==> config.mk <==
export PLATFORM = sky130hd
export DESIGN_NAME = uart_cmd_arb
export DESIGN_NICKNAME = d
export VERILOG_FILES = /design/src/rtl/uart_cmd_arb.sv
export SDC_FILE = /design/constraint.sdc
export NUM_CORES = 1
export LEC_CHECK = 0
export BUFFER_PORTS_ARGS = -buffer_cell sky130_fd_sc_hd__buf_4
export CAP_MARGIN = 25
export CORE_MARGIN = 3
export CORE_UTILIZATION = 35
export CTS_BUF_LIST = sky130_fd_sc_hd__clkbuf_4 sky130_fd_sc_hd__clkbuf_8
export CTS_CLUSTER_DIAMETER = 50
export DETAILED_ROUTE_END_ITERATION = 7
export GPL_ROUTABILITY_DRIVEN = 0
export HOLD_SLACK_MARGIN = 0.05
export PLACE_DENSITY = 0.64
export SETUP_SLACK_MARGIN = 0.5
export SYNTH_ARGS = -nofsm -noshare
export SYNTH_HDL_FRONTEND = slang
export SYNTH_SLANG_ARGS = --single-unit
==> constraint.sdc <==
create_clock -name clk -period 2.4 [get_ports clk]
set_input_delay 0.36 -clock clk [delete_from_list [all_inputs] [get_ports clk]]
set_output_delay 0.36 -clock clk [all_outputs]
set_load 0.005 [all_outputs]
==> src/rtl/uart_cmd_arb.sv <==
// uart_cmd_arb: round-robin arbiter sharing one UART command port between two requesters
module uart_cmd_arb #(
  parameter int CMD_WIDTH = 16,
  parameter int READ_WIDTH = 8,
  parameter int TIMEOUT = 65535
) (
  input  logic                  clk,
  input  logic                  rst,
  input  logic                  req0_vld,
  input  logic                  req1_vld,
  input  logic [CMD_WIDTH-1:0]  req0_cmd,
  input  logic [CMD_WIDTH-1:0]  req1_cmd,
  output logic                  req0_rdy,
  output logic                  req1_rdy,
  output logic                  req0_done,
  output logic                  req1_done,
  output logic                  req0_err,
  output logic                  req1_err,
  output logic [READ_WIDTH-1:0] rdata,
  output logic [CMD_WIDTH-1:0]  uart_cmd,
  output logic                  uart_cmd_vld,
  input  logic                  uart_cmd_rdy,
  input  logic                  uart_read_rdy,
  input  logic [READ_WIDTH-1:0] uart_read_data,
  output logic                  busy
);
  localparam int CW = $clog2(TIMEOUT + 1);
  localparam logic [1:0] IDLE = 2'd0, ISSUE = 2'd1, WAIT_DONE = 2'd2, RESP = 2'd3;
  logic [1:0] state;
  logic [CW-1:0] cnt;
  logic id, last_grant, seen_busy, gnt, accept, is_wr, comp, tmo;
  assign gnt = (req0_vld && req1_vld) ? ~last_grant : req1_vld;
  assign accept = !rst && state == IDLE && (req0_vld || req1_vld);
  assign req0_rdy = accept && !gnt;
  assign req1_rdy = accept && gnt;
  assign is_wr = uart_cmd[CMD_WIDTH-1];
  // a write is only complete once the UART has been seen busy after the transfer
  assign comp = state == WAIT_DONE && (is_wr ? seen_busy && uart_cmd_rdy : uart_read_rdy);
  assign tmo = state == WAIT_DONE && cnt == CW'(TIMEOUT - 1);
  assign busy = state != IDLE;
  always_ff @(posedge clk) begin
    if (rst) begin
      state <= IDLE;
      uart_cmd <= '0;
      uart_cmd_vld <= 1'b0;
      rdata <= '0;
      req0_done <= 1'b0;
      req1_done <= 1'b0;
      req0_err <= 1'b0;
      req1_err <= 1'b0;
      seen_busy <= 1'b0;
      cnt <= '0;
      id <= 1'b0;
      last_grant <= 1'b1;
    end else begin
      req0_done <= 1'b0;
      req1_done <= 1'b0;
      req0_err <= 1'b0;
      req1_err <= 1'b0;
      if (accept) begin
        uart_cmd <= gnt ? req1_cmd : req0_cmd;
        uart_cmd_vld <= 1'b1;
        id <= gnt;
        last_grant <= gnt;
        state <= ISSUE;
      end else if (state == ISSUE && uart_cmd_rdy) begin
        uart_cmd_vld <= 1'b0;
        cnt <= '0;
        seen_busy <= 1'b0;
        state <= WAIT_DONE;
      end else if (comp || tmo) begin
        req0_done <= !id;
        req1_done <= id;
        req0_err <= !comp && !id;
        req1_err <= !comp && id;
        if (!is_wr) rdata <= comp ? uart_read_data : '0;
        state <= RESP;
      end else if (state == WAIT_DONE) begin
        if (!uart_cmd_rdy) seen_busy <= 1'b1;
        cnt <= (&cnt) ? cnt : cnt + CW'(1);
      end else if (state == RESP) begin
        state <= IDLE;
      end
    end
  end
endmodule

==> metrics.cfg <==
[setup_path]
crit_path_start_kind=register
worstPathRequired_ns=2.58
critPathMaxFanout=6
rrSetupSlack_ns=0.55
critPathCaptureType=register
r2r_cells=5
worstReg2RegStart=cnt[11]
rr_endpoint=cnt[0]
critical_path_class=register to register
crit_arrival_ns=2.03

[finish]
fin_nets=381
fin_cells=409
design_area_sq_um=3110
final_util=0.508
diodes=0
multi_input_area_sq_um=1260
area_growth_pct=36.0
regArea_sq_um=1010
drive_gt1_frac=0.380
fill_cells=589

[global_routing]
grt_pass1_wl_microns=9270
grt_max_degree=48
overflow=0
grt_antenna_before_repair=0
grt_use_total=0.154
grt_pass1_vias=2023

[min_path]
min_from=uart_cmd_rdy
whs_path_depth=2
hold_path_class=primary input to register
whs_endpoint=seen_busy

[routing]
postRouteAntennaNets=0
drt-total-wl_microns=5560
drc=0
viasPerCell=5.17
dr.pass1.iters=4
num_vias=2114
wl_per_cell_microns=13.6
first_iter_violations=85

[sta]
finalCritPeriodShare=0.770
slew_violations=0
grt_setup_unrepaired=true
hold_viol_final=0
slew_headroom=0.626
worst_hold_slack_ns=0.251
clock.fmax_mhz=541
clock_skew_ns=0.00418
tightest_slew_ns=0.559
fin_crit_ns=1.85
fin_setup_tns_ns=0
setup_viol=0
finalWorstSetupSlack_ns=0.552

[clocking]
clock_sinks=50
clk_latency_ns=0.31
ctsHoldBuffers=0
cts_tree=built
htree_levels=2
clock_tree.root_cell=clkbuf_8
cts-buffers-inserted=5
cts_buffer_depth=2
clk_pin_slew_ns=0.09

[yosys]
synth_largest_area_cell=dfxtp_1
synth_seq_cells=50
synth-adder-area-share=0.0109
yosys-mux-area-fraction=0.0792
synthSimpleGateAreaFrac=0.219
synthArstFlopShare=0
synthCells=256
synth_top_family_by_area=simple AND/OR/NAND/NOR gates
syn_area_per_cell_sq_um=8.94
synth_compound_area_frac=0.192
netlist.area_leader.share=0.437
synth.net_count=304
synth-edff-count=0
yosysWarnings=0
ys_seq_area_frac=0.437
synth.distinct_cells=46
netlist_area_sq_um=2290
synth_xor_area_frac=0.0268
ys_top_cells_by_area=dfxtp_1 44%, mux2i_1 7.4%, a211oi_1 5.2%
ys.flop_type=dfxtp_1

[run]
drv_cap=0

[power]
p_int_mw=1.28
vdd_ir_drop_max_mv=0.263
netSwitchingFraction=0.273
powerDensity_nw_per_um2=565
power_frac_seq=0.518
p_total_mw=1.76
power.share.combinational=0.197
p_sw_mw=0.481
p_leak_nw=1.27
clkPwrFrac=0.285

[place]
io_buffer_count=77
hpwlAfterDp_microns=4130
pre_cts_ws_ns=0.420
place_inst=397
dpl-instance-area_sq_um=2930

[floorplanning]
io-pin-count=78
row_count=28
die_w_microns=86.9
die_y_microns=86.9
core-area_sq_um=6130
die-area_sq_um=7550
initial_core_util=0.373

[outcome]
status=completed

-- worst max-delay path: stages (launching register included) --
cell and delay, ns:
dfxtp_1 0.41, nand4_4 0.17, or4_4 0.56, or2_1 0.31, a32oi_1 0.21, nor2_1 0.07
-- placed cells by master, fill, tap and decap left out, types with 5 or more instances in the layout --
cell type,synthesis,final
nor2_1,29,28
nand4_1,5,5
nand3_1,10,10
clkbuf_8,0,5
buf_4,0,85
a21oi_1,16,15
nand2_1,19,19
dfxtp_2,0,9
a211oi_1,16,16
mux2i_1,17,17
dfxtp_1,50,41
o21ai_1,11,11
o21ai_2,9,9
-- cells by family after synthesis --
family,after synthesis
mux,18
simple gates,95
flops,50
buf+inv,19
xor+xnor,7
fa+ha+maj,2
compound gates,65
-- sequential cells by signal (all words and copies together), names as in the netlist --
name          count
id                1
last_grant        1
req0_done         1
req1_err          1
uart_cmd_vld      1
req0_err          1
req1_done         1
seen_busy         1
state             2
uart_cmd         16
cnt              16
rdata             8
-- synthesized netlist by cell type, types with 3 or more instances --
library cell / instances
mux2i_1: 17
nand3_1: 10
nor2_1: 29
inv_1: 4
dfxtp_1: 50
a21oi_1: 16
nand2b_1: 3
o21ai_2: 9
nor4_1: 3
nor2b_1: 4
nand4_1: 5
nand2_1: 19
clkbuf_1: 11
xnor2_1: 3
a211oi_1: 16
or2_1: 3
o21ai_1: 11
xor2_1: 4
or3_1: 3
-- area by class of cell --
| cell class | count | share of cell area |
|---|---|---|
| tap | 75 | 0.0301 |
| sequential | 50 | 0.325 |
| clock inverter | 2 | 0.00442 |
| multi-input combinational | 187 | 0.406 |
| clock buffer | 6 | 0.0245 |
| inverter | 4 | 0.00482 |
| timing repair buffer | 85 | 0.205 |
-- timing repair --
| item | in CTS | in global routing |
|---|---|---|
| pin swaps | 1 | 2 |
| gates resized for setup | 4 | 15 |
| endpoints found under the setup margin | 16 | 20 |
| buffers inserted | 2 | 2 |
-- power by group through the flow --
stage,Clock [mW],Combinational (mW),Sequential [mW]
floorplan,0,0.170,0.929
global placement,0,0.338,0.927
detailed placement,0,0.340,0.929
CTS,0.517,0.345,0.910
global route,0.548,0.389,0.920
finish,0.502,0.347,0.911
-- worst max path at each step --
stage	startpoint	depth (start not counted)	slack, ns	to
after floorplan	cnt[9]	5	0.70	cnt[0]
after global placement	cnt[4]	4	0.42	cnt[3]
after detailed placement	cnt[4]	4	0.42	cnt[3]
after CTS	state[0]	4	0.44	req1_rdy
after global routing	cnt[11]	5	0.48	cnt[0]
final	cnt[11]	5	0.55	cnt[0]
-- per-layer routing --
layer	track usage	wire length, microns
met5	0	0
met1	0.196	2510
met3	0.0615	546
met4	0.0581	76
met2	0.234	2430
Note: power is estimated with default switching activity, not from simulation.
